File: src/rtl/mod3529_accum.sv
// Streaming accumulator: sums 12-bit beats and presents (sum mod 3529) on a ready/valid output.
// Build with MOD3529_ACCUM_OVF_EN to add the sticky ovf output.

module barret_for_3529 (
  input  logic [22:0] din_a,
  output logic [11:0] dout_r
);
  // Barrett: m = floor(2^24 / 3529) = 4754; the quotient estimate is low by at most one.
  logic [11:0] w_q;
  logic [13:0] w_r0;
  logic [13:0] w_r1;

  assign w_q    = 12'((36'(din_a) * 36'd4754) >> 24);
  assign w_r0   = 14'(24'(din_a) - 24'(w_q) * 24'd3529);
  assign w_r1   = (w_r0 >= 14'd3529) ? w_r0 - 14'd3529 : w_r0;
  assign dout_r = 12'((w_r1 >= 14'd3529) ? w_r1 - 14'd3529 : w_r1);
endmodule

module mod3529_accum #(
  parameter int MAX_BEATS = 2047
) (
  input  logic        clk,
  input  logic        rst,
  input  logic        in_valid,
  output logic        in_ready,
  input  logic [11:0] in_data,
  input  logic        in_last,
  output logic        out_valid,
  input  logic        out_ready,
  output logic [11:0] out_data
`ifdef MOD3529_ACCUM_OVF_EN
  ,
  output logic        ovf
`endif
);

  if (MAX_BEATS < 1 || MAX_BEATS > 2047) begin : g_badParam
    $error("MAX_BEATS must lie in 1..2047 to fit the 11-bit counter and 23-bit sum");
  end

  typedef enum logic [1:0] {ACC, REDUCE, OUT} state_t;

  state_t      r_state;
  state_t      w_nextState;
  logic [22:0] r_acc;
  logic [10:0] r_cnt;
  logic        r_redPhase;
  logic [11:0] r_outData;
  logic        r_outValid;
  logic        w_accept;
  logic        w_take;
  logic [11:0] w_dout;

  barret_for_3529 u_reduce (
    .din_a  (r_acc),
    .dout_r (w_dout)
  );

  assign in_ready  = (r_state == ACC) && !rst;
  assign w_accept  = in_valid && in_ready;
  assign w_take    = (r_state == OUT) && out_ready;
  assign out_valid = r_outValid;
  assign out_data  = r_outData;

  always_ff @(posedge clk or posedge rst) begin
    if (rst) r_state <= ACC;
    else     r_state <= w_nextState;
  end

  // REDUCE spans two edges so the result appears exactly two edges after the last beat.
  always_comb begin
    w_nextState = r_state;
    case (r_state)
      ACC:     if (w_accept && in_last) w_nextState = REDUCE;
      REDUCE:  if (r_redPhase) w_nextState = OUT;
      OUT:     if (out_ready) w_nextState = ACC;
      default: w_nextState = ACC;
    endcase
  end

  always_ff @(posedge clk or posedge rst) begin
    if (rst) begin
      r_acc      <= '0;
      r_cnt      <= '0;
      r_redPhase <= 1'b0;
      r_outData  <= '0;
      r_outValid <= 1'b0;
    end else begin
      if (w_accept) begin
        r_acc <= r_acc + {11'd0, in_data};
        r_cnt <= r_cnt + 11'd1;
      end
      if (r_state == REDUCE) begin
        r_redPhase <= ~r_redPhase;
        if (r_redPhase) begin
          r_outData  <= w_dout;
          r_outValid <= 1'b1;
        end
      end
      if (w_take) begin
        r_outValid <= 1'b0;
        r_acc      <= '0;
        r_cnt      <= '0;
      end
    end
  end

`ifdef MOD3529_ACCUM_OVF_EN
  localparam logic [10:0] CNT_MAX = 11'(MAX_BEATS);

  logic r_ovf;

  // Sticky until the result handshake so the consumer sees it alongside out_data.
  always_ff @(posedge clk or posedge rst) begin
    if (rst) begin
      r_ovf <= 1'b0;
    end else begin
      if (w_accept && (r_cnt == CNT_MAX)) r_ovf <= 1'b1;
      if (w_take) r_ovf <= 1'b0;
    end
  end

  assign ovf = r_ovf;
`endif

endmodule

File: config.mk
export PLATFORM = sky130hd
export DESIGN_NAME = mod3529_accum
export DESIGN_NICKNAME = d
export VERILOG_FILES = /design/src/rtl/mod3529_accum.sv
export SDC_FILE = /design/constraint.sdc
export NUM_CORES = 1
export LEC_CHECK = 0
export CAP_MARGIN = 20
export CORE_MARGIN = 1.5
export CORE_UTILIZATION = 30
export CTS_BUF_LIST = sky130_fd_sc_hd__clkbuf_4 sky130_fd_sc_hd__clkbuf_8
export DETAILED_ROUTE_END_ITERATION = 8
export PLACE_DENSITY_LB_ADDON = 0.3
export SLEW_MARGIN = 20
export SYNTH_ARGS = -nofsm -noshare
export SYNTH_HDL_FRONTEND = slang
export SYNTH_SLANG_ARGS = --single-unit
File: constraint.sdc
create_clock -name clk -period 11.72 [get_ports clk]
set_input_delay 2.344 -clock clk [delete_from_list [all_inputs] [get_ports clk]]
set_output_delay 2.344 -clock clk [all_outputs]
set_load 0.005 [all_outputs]
==> results.md <==
* Multiplexer share of the synthesized area at 0.003708
* Die area at 0.03142 mm2
* Worst Hold Depth at 2
* Initial Utilization at 0.3058
* Total track usage at 0.1384
* Drt wl/cell at 13.87 um
* Layout Area Growth over Synthesis at 11.33%
* Seq/Total Area, Yosys at 0.1071
* Clk root buf: clkbuf_8
* Critical Path Slowest Stage Cell: fa_1
* Tightest Hold Check Type: flip-flop to flip-flop
* Unique masters post-synth at 72
* Vias in the first global route at 7179
* Largest net degree at the start of global routing at 27
* Setup crit start kind: flip-flop
* Final Hold Viols at 0
* Slew Viols, Final at 0
* GPL Wtd Cong at 0.8179
* Die width at 177.3 um
* Status: finished clean
* Commonest cells post-synth: inv_1 (209), ha_1 (201), fa_1 (77)
* XOR/XNOR Fraction of Synth Area at 0.09091
* Via-per-instance ratio at 4.784
* Max-Cap Viols at 0
* Yosys Warn Count at 0
* H-tree depth at 2
* ANT nets after route at 0
* Most frequent cell after synthesis: inv_1
* Leading post-synthesis cells by cell area: ha_1 (28%), fa_1 (17%), dfrtp_1 (11%)
* Crit share post-route at 0.9467
* Worst flop-to-flop path startpoint: r_acc[13]$_DFFE_PP0P_
* PortBufs at 30
* Main combinational cell family by area after synthesis: adder cells
* Initial DRC count at 337
* Compound-gate portion of the synthesized area at 0.1461
* Clk slew on worst S/H paths at 90 ps
* # rows at 63
* Worst Path Required at 11900 ps
* Crit-path most repeated cell: fa_1
* Slew @ Worst Pin at 947.2 ps
* Number of buffers created by CTS at 5
* Crit path max fanout at 9
* Critical path's largest stage delay at 550 ps
* Worst Reg2Reg Path Length in Cells at 40
* First-pass GRT wire length at 35.34 mm
* Cell taking the most area after synthesis: ha_1
* Reg-to-reg endpoint: out_data[1]$_DFFE_PP0P_
* Vias at 7094
* Ant. Diodes at 0
* Number of iterations in the first detailed-routing pass at 4
* EDFF count, synth at 0
* Clk_lat worst skew at 310 ps
* Adder-Cell Fraction of Synth Area at 0.4452
* Clk buf depth at 2
* Post-synthesis simple-gate area fraction at 0.1151
* Drc violations at 0
* Ys flop type: dfrtp_1
* NumNets Final at 1388
* Share of post-route cells with drive strength above 1 at 0.04941
* Flop-to-flop setup slack at 630 ps
* Initial antenna violation count at 0
* HPWL Detailed at 17.64 mm
* Final Skew at 12.86 ps
* RSZ-0062 raised after global routing: no
* Setup Total Neg Slack at 0 ps
* Post-Syn Instances at 1048
* Crit path DAT at 11280 ps
* Rel. slew slack at 0.3666
* Total wire length at 20.58 mm
* Mapped Nets at 1343
* Core region area at 0.02980 mm2
* Worst setup EP type: flip-flop
* GRT Residual Overflow at 0
* Count of state elements after synthesis at 39
* Fmax at 90.13 MHz
* Mapped Avg Cell Area at 8.694 um2
* Ys async rst share at 1.000
* Hold Startpoint: out_valid$_DFFE_PP0P_
* Top cell type's share of synthesized area at 0.2760
* Die height at 177.3 um
* # clock sinks at 39
* Final min period at 11090 ps
* Number of top-level pins at 31
* Type of the worst setup path: flip-flop to flip-flop
* Finish-stage setup viols at 0
* WHS Endpoint: out_valid$_DFFE_PP0P_
* Setup bufs post-CTS at 0
* Post-Syn Area at 0.009111 mm2
* CTS tree: built
## area by class of cell
class / instances / area, um2
fill: 3119 / 19650
inverter: 209 / 784.5
sequential: 39 / 978.4
multi-input combinational: 787 / 7347
timing repair buffer: 51 / 457.9
clock buffer: 6 / 82.58
clock inverter: 1 / 5.005
tap: 390 / 488.0
## worst max-delay path, delay by kind of cell (launching register included)
family / cells / cell delay [ps]
adders and majority gates: 13 / 5590
AOI/OAI and AO/OA: 8 / 1560
and+or+nand+nor: 9 / 1470
xor gates and xnor gates: 3 / 1200
DFF: 1 / 540
buffers and inverters: 6 / 400
muxes: 1 / 260
## layout by cell type (no fill, tap or decap), types with 3 or more instances in the layout
cell             count
a21oi_1             49
nand2b_1             4
o211ai_1             4
a31oi_1              5
or4_1                3
and3_1               7
nor4_1               6
nand3_1             26
and2_1               8
a21o_1              24
mux2_2               3
inv_1              209
ha_1               201
clkbuf_8             6
xor2_1              26
fa_1                77
buf_4               21
clkdlybuf4s50_1     30
nor2b_1              5
o21a_1               6
xnor2_1             54
nor3_1              14
nor2_1              47
a211oi_1             8
o21ai_0             35
a22oi_1              3
a21boi_0             3
o22ai_1              6
nor3b_1              3
nand4_1              7
nand2_1             70
dfrtp_1             37
o31ai_1              8
o21ai_1             18
## how the worst max path moves through the flow
stage                                          to                  start  slack (ps)  cells after the start
after floorplan           out_data[8]$_DFFE_PP0P_   r_acc[5]$_DFFE_PP0P_         960                     40
after global placement    out_data[8]$_DFFE_PP0P_  r_acc[13]$_DFFE_PP0P_         450                     40
after detailed placement  out_data[6]$_DFFE_PP0P_  r_acc[13]$_DFFE_PP0P_         300                     40
after CTS                 out_data[8]$_DFFE_PP0P_  r_acc[13]$_DFFE_PP0P_         270                     39
after global routing      out_data[6]$_DFFE_PP0P_  r_acc[13]$_DFFE_PP0P_           7                     45
final                     out_data[1]$_DFFE_PP0P_  r_acc[13]$_DFFE_PP0P_         630                     40
## sequential cells by signal, indices dropped and copies added (netlist names)
name        cells
r_state         2
r_redPhase      1
out_valid       1
r_acc          23
out_data       12
## logic make-up (layout without fill, tap and decap cells)
logic type	after synthesis	count (layout)
buf+inv	223	267
simple gates	217	217
compound gates	201	202
fa+ha+maj	278	278
xor+xnor	87	87
mux	3	3
flops	39	39
## through the flow
stage / cells / instance area, um2 / utilization / setup slack, ps / hold WS, ps
final: 1483 / 10140 / 0.3404 / 625.2 / 489.8
after global routing: 1483 / 10140 / 0.3404 / 7.240 / 525.4
after CTS: 1482 / 10090 / 0.3387 / 266.2 / 499.1
after detailed placement: 1475 / 10000 / 0.3358 / 301.3 / 471.9
after global placement: 1475 / 10000 / 0.3358 / 454.7 / 472.1
after floorplan: 1048 / 9111 / - / 958.3 / 462.5
## per-layer routing
layer	up-vias	share of wire	track usage
met5	-	0	0
li1	3618	-	-
met2	87	0.45	0.2292
met1	3380	0.52	0.1992
met4	0	0.0078	0.02171
met3	9	0.024	0.01009
## what timing repair did
action / 4_1_cts / 5_1_grt
hold buffers: 0 / 0
setup endpoints to repair: 0 / 12
resized for setup: 0 / 10
Power is not shown: default switching activity piles up to over one toggle a cycle in this logic, so the estimate is an artifact.
